**src/rtl/riscv_mdu_pkg.sv**
```systemverilog
// riscv_mdu_pkg: shared opcode encodings and FSM states for the RV32M multiply/divide unit
package riscv_mdu_pkg;
   localparam int MDU_OP_WIDTH = 3;
   localparam logic [MDU_OP_WIDTH-1:0] OP_MUL    = 3'd0;
   localparam logic [MDU_OP_WIDTH-1:0] OP_MULH   = 3'd1;
   localparam logic [MDU_OP_WIDTH-1:0] OP_MULHSU = 3'd2;
   localparam logic [MDU_OP_WIDTH-1:0] OP_MULHU  = 3'd3;
   localparam logic [MDU_OP_WIDTH-1:0] OP_DIV    = 3'd4;
   localparam logic [MDU_OP_WIDTH-1:0] OP_DIVU   = 3'd5;
   localparam logic [MDU_OP_WIDTH-1:0] OP_REM    = 3'd6;
   localparam logic [MDU_OP_WIDTH-1:0] OP_REMU   = 3'd7;
   typedef enum logic [1:0] {IDLE, BUSY, DONE} mdu_state_e;
endpackage

```
**src/rtl/riscv_mdu.sv**
```systemverilog
// riscv_mdu: radix-2 iterative RV32M multiply/divide unit sharing one adder and one shift register
module riscv_mdu
   import riscv_mdu_pkg::*;
#(
   parameter int XLEN = 32
) (
   input  logic                    clk_i,
   input  logic                    rst_i,
   input  logic                    flush_i,
   input  logic [MDU_OP_WIDTH-1:0] opcode_i,
   input  logic [XLEN-1:0]         op_a_i,
   input  logic [XLEN-1:0]         op_b_i,
   input  logic                    req_valid_i,
   output logic                    req_ready_o,
   output logic [XLEN-1:0]         res_o,
   output logic                    resp_valid_o,
   input  logic                    resp_ready_i
);
   localparam int CW = $clog2(XLEN);
   localparam logic [CW-1:0] LAST = CW'(XLEN - 1);
   localparam logic [XLEN-1:0] MIN = {1'b1, {(XLEN-1){1'b0}}};

   mdu_state_e              state_q, state_d;
   logic [CW-1:0]           cnt_q;
   logic [2*XLEN-1:0]       sr_q, step;
   logic [XLEN-1:0]         b_q, res_q, am, bm, v, inc, fin, special;
   logic [MDU_OP_WIDTH-1:0] op_q;
   logic                    neg_q, sa, sb, neg, dz, ovf, accept, is_div, hi_mul;
   logic [XLEN:0]           add_x, add_y;
   logic [XLEN+1:0]         sum;

   assign accept  = state_q == IDLE && req_valid_i && !flush_i;
   assign sa      = op_a_i[XLEN-1] && (opcode_i inside {OP_MULH, OP_MULHSU, OP_DIV, OP_REM});
   assign sb      = op_b_i[XLEN-1] && (opcode_i inside {OP_MULH, OP_DIV, OP_REM});
   assign am      = sa ? -op_a_i : op_a_i;
   assign bm      = sb ? -op_b_i : op_b_i;
   assign neg     = opcode_i == OP_REM ? sa : sa ^ sb;
   assign dz      = opcode_i[2] && op_b_i == '0;
   assign ovf     = (opcode_i == OP_DIV || opcode_i == OP_REM) && op_a_i == MIN && op_b_i == '1;
   assign special = dz ? (opcode_i[1] ? op_a_i : '1) : (opcode_i[1] ? '0 : op_a_i);

   // multiply keeps {partial, multiplier} shifting right; divide keeps {remainder, quotient} shifting left
   assign is_div = op_q[2];
   assign hi_mul = !is_div && op_q != OP_MUL;
   assign add_x  = is_div ? sr_q[2*XLEN-1:XLEN-1] : {1'b0, sr_q[2*XLEN-1:XLEN]};
   assign add_y  = is_div ? ~{1'b0, b_q} : (sr_q[0] ? {1'b0, b_q} : '0);
   assign sum    = {1'b0, add_x} + {1'b0, add_y} + {{(XLEN+1){1'b0}}, is_div};
   assign step   = !is_div ? {sum[XLEN:0], sr_q[XLEN-1:1]}
                 : sum[XLEN+1] ? {sum[XLEN-1:0], sr_q[XLEN-2:0], 1'b1} : {sr_q[2*XLEN-2:0], 1'b0};
   // high half of a negated product borrows from the low half only when the low half is zero
   assign v      = (is_div ? op_q[1] : hi_mul) ? step[2*XLEN-1:XLEN] : step[XLEN-1:0];
   assign inc    = {{(XLEN-1){1'b0}}, !hi_mul || step[XLEN-1:0] == '0};
   assign fin    = neg_q ? ~v + inc : v;

   assign req_ready_o  = state_q == IDLE;
   assign resp_valid_o = state_q == DONE;
   assign res_o        = res_q;

   // state register
   always_ff @(posedge clk_i) begin
      if (rst_i) state_q <= IDLE;
      else       state_q <= state_d;
   end

   // next state: special cases skip BUSY, flush always returns to IDLE
   always_comb begin
      state_d = state_q;
      unique case (state_q)
         IDLE:    state_d = accept ? (dz || ovf ? DONE : BUSY) : IDLE;
         BUSY:    state_d = cnt_q == LAST ? DONE : BUSY;
         DONE:    state_d = resp_ready_i ? IDLE : DONE;
         default: state_d = IDLE;
      endcase
      if (flush_i) state_d = IDLE;
   end

   // datapath: latch magnitudes on accept, iterate while busy, capture corrected result on the last step
   always_ff @(posedge clk_i) begin
      if (rst_i) begin
         op_q  <= '0;
         sr_q  <= '0;
         b_q   <= '0;
         neg_q <= 1'b0;
         cnt_q <= '0;
         res_q <= '0;
      end else if (accept) begin
         op_q  <= opcode_i;
         sr_q  <= {{XLEN{1'b0}}, am};
         b_q   <= bm;
         neg_q <= neg;
         cnt_q <= '0;
         if (dz || ovf) res_q <= special;
      end else if (state_q == BUSY && !flush_i) begin
         sr_q  <= step;
         cnt_q <= cnt_q + 1'b1;
         if (cnt_q == LAST) res_q <= fin;
      end
   end
endmodule

```
**config.mk**
```make
export PLATFORM = sky130hd
export DESIGN_NAME = riscv_mdu
export DESIGN_NICKNAME = d
export VERILOG_FILES = /design/src/rtl/riscv_mdu_pkg.sv /design/src/rtl/riscv_mdu.sv
export SDC_FILE = /design/constraint.sdc
export NUM_CORES = 1
export LEC_CHECK = 0
export ABC_AREA = 1
export CORE_ASPECT_RATIO = 1.4
export CORE_MARGIN = 10
export CORE_UTILIZATION = 50
export DETAILED_ROUTE_END_ITERATION = 8
export HOLD_SLACK_MARGIN = 0.1
export PLACE_DENSITY = 0.68
export SETUP_SLACK_MARGIN = 0.2
export SYNTH_ARGS = -nofsm -noshare
export SYNTH_HDL_FRONTEND = slang
export SYNTH_SLANG_ARGS = --single-unit
```
**constraint.sdc**
```tcl
create_clock -name clk_i -period 8.4 [get_ports clk_i]
set_input_delay 1.68 -clock clk_i [delete_from_list [all_inputs] [get_ports clk_i]]
set_output_delay 1.68 -clock clk_i [all_outputs]
set_load 0.05 [all_outputs]
```
Yosys cells after proc, flatten, opt, wreduce, memory -nomap -nowiden

Index checks and enable logic that the tools add are counted.

Register bits after elaboration: 139
Input port bits: 72
Output and inout bits: 34
Logic and storage cells: 78

$add $sub $neg: 6
Eq/ne operators: 10
Muxes and demuxes: 25
Bitwise gates (word level): 3
Reductions and logical operators: 26

Operator list:

| kind                                                 | number |
|---|---|
| 2-to-1 mux 32 bit                                    | 14 |
| 2-to-1 mux 64 bit                                    | 2 |
| 2-to-1 mux 33 bit                                    | 2 |
| equality test 32 bit (second input constant)         | 2 |
| zero test 32 bit                                     | 2 |
| negator 32 bit                                       | 2 |
| adder 33 x 33 -> 34 bit                              | 1 |
| adder 34 x 1 -> 34 bit                               | 1 |
| inverter 32 -> 33 bit                                | 1 |
| adder 32 x 1 -> 32 bit                               | 1 |
| inverter 32 bit                                      | 1 |
| logical AND 1 bit                                    | 9 |
| 2-to-1 mux 2 bit                                     | 4 |
| equality test 3 bit (second input constant)          | 2 |
| case mux 2 bit (3 select lines)                      | 1 |
| nonzero test 3 bit                                   | 2 |
| adder 5 x 1 -> 5 bit (second input constant)         | 1 |
| equality test 5 bit (second input constant)          | 1 |
| nonzero test 2 bit                                   | 2 |
| nonzero test 4 bit                                   | 1 |
| OR reduction 2 bit                                   | 2 |
| equality test 3 x 1 -> 1 bit (second input constant) | 1 |
| equality test 3 x 2 -> 1 bit (second input constant) | 1 |
| zero test 1 bit                                      | 3 |
| 8 further kinds                                      | 11 |

Logic depth before layout (Yosys ltp)

Depth in word-level cells: 13
Depth in mapped cells: 37
Gate-level depth less buffers: 30

Worst setup path after synthesis

Ideal clock, no wire load.

Path kind: reg-to-reg
Start: reg op_q[2]
End: reg res_q[30], in the netlist res_o[30]
Library setup time: 0.067 ns
Arrival time: 4.940 ns
Data required time: 8.333 ns
Path slack: 3.393 ns
Stages on the path, launching flop included: 37
Buffers on the path: 7
Clock period less this slack: 5.007 ns
Path through: dfxtp_1 buf_6 inv_4 clkbuf_1 clkbuf_1 clkbuf_1 clkbuf_1 clkbuf_1 nand3_1 o21ai_0 ha_1 nand2_1 nand2_1 nand2_1 nand2_1 nand2_1 nand3_2 nand2_2 nand2_4 nand2_4 nand2_8 inv_1 buf_4 o21ai_0 o311ai_0 ha_1 ha_1 nand3_4 inv_1 nand2_2 nor2_4 nand2_2 nand2_2 nand2_1 nand2_1 nand3_1 a21oi_2

Longest elaborated chain between the ends: 12

RTL lines:

| item                                                         | RTL line                         | RTL |
|---|---|---|
| start, declared                                              | riscv_mdu.sv:27                  | `logic [MDU_OP_WIDTH-1:0] op_q;` |
| start signal, assigned                                       | riscv_mdu.sv:87                  | `op_q <= opcode_i;` |
| 2-to-1 mux 33 bit, on equally long branches                  | riscv_mdu.sv:45, riscv_mdu.sv:46 |  |
| adder 33 x 33 -> 34 bit                                      | riscv_mdu.sv:47                  | `assign sum = {1'b0, add_x} + {1'b0, add_y} + {{(XLEN+1){1'b0}}, is_div};` |
| adder 34 x 1 -> 34 bit                                       | riscv_mdu.sv:47                  |  |
| 2-to-1 mux 64 bit                                            | riscv_mdu.sv:49                  | `: sum[XLEN+1] ? {sum[XLEN-1:0], sr_q[XLEN-2:0], 1'b1} : {sr_q[2*XLEN-2:0], 1'b0};` |
| 2-to-1 mux 64 bit                                            | riscv_mdu.sv:48                  | `assign step = !is_div ? {sum[XLEN:0], sr_q[XLEN-1:1]}` |
| zero test 32 bit / 2-to-1 mux 32 bit (equally long branches) | riscv_mdu.sv:52, riscv_mdu.sv:51 |  |
| logical OR 1 bit / inverter 32 bit (equally long branches)   | riscv_mdu.sv:52, riscv_mdu.sv:53 |  |
| adder 32 x 1 -> 32 bit                                       | riscv_mdu.sv:53                  | `assign fin = neg_q ? ~v + inc : v;` |
| 2-to-1 mux 32 bit *                                          | riscv_mdu.sv:53                  |  |
| 2-to-1 mux 32 bit *                                          | riscv_mdu.sv:96                  | `if (cnt_q == LAST) res_q <= fin;` |
| 2-to-1 mux 32 bit *                                          | riscv_mdu.sv:93                  | `end else if (state_q == BUSY && !flush_i) begin` |
| 2-to-1 mux 32 bit *                                          | riscv_mdu.sv:86                  | `end else if (accept) begin` |
| end signal, assigned                                         | riscv_mdu.sv:92                  | `if (dz \|\| ovf) res_q <= special;` |
| end signal, assigned                                         | riscv_mdu.sv:96                  |  |
| end, declared                                                | riscv_mdu.sv:26                  | `logic [XLEN-1:0] b_q, res_q, am, bm, v, inc, fin, special;` |

Mark *: on every way between the ends. The rest lies on a longest branch, timed or not. The select of a mux whose other input is x is not followed.
A chain may end at the register's enable or synchronous reset.

Final worst setup path

Ends and elaborated chain as after synthesis.

==> results.sh <==
export IMPL_path_clk_slew_ns=0.06
export IMPL_yosys_register_bits=139
export IMPL_synthCells=2284
export IMPL_grt_pass1_vias=14176
export IMPL_tightest_slew_ns=1.17
export IMPL_max_freq_mhz=171
export IMPL_gp_congestion=0.986
export IMPL_syn_cell_area_sq_um=13300
export IMPL_power_density_nw_per_um2=142
export IMPL_critPathRequiredTime_ns=8.77
export IMPL_yosysSeqAreaShare=0.210
export IMPL_critPathLaunchType="flip-flop"
export IMPL_combPwrFrac=0.263
export IMPL_synth_top_flop_cell="dfxtp_1"
export IMPL_hold_viol=0
export IMPL_p_seq_frac=0.332
export IMPL_synth_edf_count=0
export IMPL_start_util=0.507
export IMPL_rows=70
export IMPL_max_stage_delay_ns=0.52
export IMPL_ctsLongestPathBuffers=2
export IMPL_drt_first_pass_iters=7
export IMPL_status="finished clean"
export IMPL_finalSetupViolCount=0
export IMPL_cp_end_kind="flip-flop"
export IMPL_dieArea_sq_um=33600
export IMPL_grt_overflow_total=0
export IMPL_timing_rr_end="res_o[30]"
export IMPL_portBuffers=105
export IMPL_cts_resized=0
export IMPL_ys_top_cells_by_count="nand2_1 (617), inv_1 (267), o21ai_0 (255)"
export IMPL_p_sw_w=0.000733
export IMPL_synth_top_area_cell="dfxtp_1"
export IMPL_routedWlPerCell_um=19.2
export IMPL_max_cap_viol_count=0
export IMPL_ys_types=57
export IMPL_p_int_w=0.00141
export IMPL_critPathKind="flip-flop to flip-flop"
export IMPL_routed_wl_um=50900
export IMPL_tritoncts="yes"
export IMPL_cts_max_level=4
export IMPL_cts_setup_buffers=0
export IMPL_tns_ns=0
export IMPL_ir_drop_mv=0.157
export IMPL_r2r_cells=27
export IMPL_numCtsBuffers=17
export IMPL_area_growth_pct=13.3
export IMPL_whs_path_depth=2
export IMPL_core_sq_um=26200
export IMPL_final_cell_area_sq_um=15000
export IMPL_antenna_found_initial=0
export IMPL_synth_area_top_cells="dfxtp_1 (21%), nand2_1 (17%), o21ai_0 (9.6%)"
export IMPL_total_power_w=0.00214
export IMPL_p_sw_frac=0.342
export IMPL_track_usage=0.294
export IMPL_min_from="sr_q[9]"
export IMPL_min_period_ns=5.84
export IMPL_pin_count=106
export IMPL_whs_endpoint="sr_q[9]"
export IMPL_grt_start_max_net_pins=80
export IMPL_holdBufCountCts=0
export IMPL_drt_iter0_markers=1363
export IMPL_relSlewSlack=0.219
export IMPL_critPathArrivalTime_ns=6.21
export IMPL_hp_class="flip-flop to flip-flop"
export IMPL_path_common_cell="nand2_2"
export IMPL_die_y_um=213
export IMPL_diodes=0
export IMPL_leakagePower_nw=6.87
export IMPL_drv_slew=0
export IMPL_avgSynthCellArea_sq_um=5.81
export IMPL_syn_nets=2396
export IMPL_die_w_um=158
export IMPL_cts_sinks=139
export IMPL_yosysTopAreaCellShare=0.210
export IMPL_r2r_slack_ns=2.56
export IMPL_synth_most_common_cell="nand2_1"
export IMPL_ant_nets=0
export IMPL_async_flop_share=0
export IMPL_crit_fanout=62
export IMPL_vias=15162
export IMPL_drive_gt1_frac=0.0619
export IMPL_power_frac_clock=0.404
export IMPL_cp_slowest_cell="buf_4"
export IMPL_viasPerCell=5.72
export IMPL_clock_latency_ns=0.44
export IMPL_drc=0
export IMPL_grt_pass1_wl_um=76900
export IMPL_cts_root_buf="clkbuf_16"
export IMPL_yosysWarnings=0
export IMPL_fin_worst_skew_ns=0.00800
export IMPL_timing_rr_start="op_q[2]"
export IMPL_finalCritPeriodShare=0.696
export IMPL_placed_area_sq_um=14400
export IMPL_rsz0062_at_grt="false"
export IMPL_finalNetCount=2425
export IMPL_hpwl_um=40000
-- how the worst max path moves through the flow --
stage          startpoint   endpoint
2_1_floorplan     op_q[2]  res_o[30]
3_3_place_gp      op_q[2]  res_o[30]
3_5_place_dp      op_q[2]  res_o[30]
4_1_cts           op_q[2]  res_o[30]
5_1_grt           op_q[2]  res_o[26]
6_report          op_q[2]  res_o[30]
-- layout by cell type (no fill, tap or decap), types with 35 or more instances in the layout --
master,synthesis,final
nand2_1,617,617
dfxtp_1,139,138
ha_1,38,38
nor3_1,35,35
clkdlybuf4s50_1,0,105
o21ai_0,255,255
nand3_1,207,206
nor2_1,164,161
a21oi_1,147,146
inv_1,267,267
-- registers in the layout, indices dropped and copies added, names as in the netlist --
name / cells
sr_q: 64
b_q: 32
res_o: 32
cnt_q: 5
op_q: 3
state_q: 2
neg_q: 1
-- critical path, delay by kind of cell, from the launching register on --
family | cells | cell delay, ns
AO/OA/AOI/OAI | 4 | 1.07
AND/OR/NAND/NOR | 16 | 1.73
buffers and inverters | 4 | 1.50
adder cells (fa/ha/maj) | 3 | 0.98
flip-flops | 1 | 0.44
-- per-layer routing --
layer / vias up / part of all wire / track usage
met2: 571 / 0.48 / 0.503
met3: 137 / 0.052 / 0.0314
met5: - / 0 / 0
li1: 7572 / - / -
met4: 0 / 0.075 / 0.207
met1: 6882 / 0.39 / 0.334
-- cells by family (layout without fill, tap and decap cells) --
group / Yosys count / in the layout / share of synthesized area
muxes: 17 / 17 / 0.0128
DFF: 139 / 139 / 0.210
AOI/OAI and AO/OA: 482 / 482 / 0.197
and+or+nand+nor: 1168 / 1168 / 0.392
adders and majority gates: 40 / 40 / 0.0388
buffers and inverters: 384 / 426 / 0.114
xor gates and xnor gates: 54 / 54 / 0.0356
-- per-stage QoR --
step           utilization  hold slack, ns  setup slack (ns)  std cells
2_1_floorplan            -           0.429              3.39       2284
6_report             0.575           0.464              2.56       2650
3_3_place_gp         0.549           0.452              2.76       2618
3_5_place_dp         0.549           0.456              2.63       2618
4_1_cts              0.575           0.465              2.61       2650
5_1_grt              0.575           0.488              1.95       2650
-- power by group through the flow --
stage / clock, W / sequential [W] / combinational [W]
6_report: 0.000865 / 0.000711 / 0.000563
5_1_grt: 0.000892 / 0.000713 / 0.000619
4_1_cts: 0.000869 / 0.000710 / 0.000554
3_5_place_dp: 0 / 0.000725 / 0.000551
3_3_place_gp: 0 / 0.000724 / 0.000546
2_1_floorplan: 0 / 0.000712 / 0.000378
-- area by class of cell --
type,count,area [sq um]
fillers,2757,11100
inverters,274,1030
multi-input cells,1761,9000
clock buffers,19,443
well taps,324,405
repair buffers,120,1160
clock inverters,13,214
flip-flops and latches,139,2790
No activity file was read; power rests on OpenSTA's default activity.
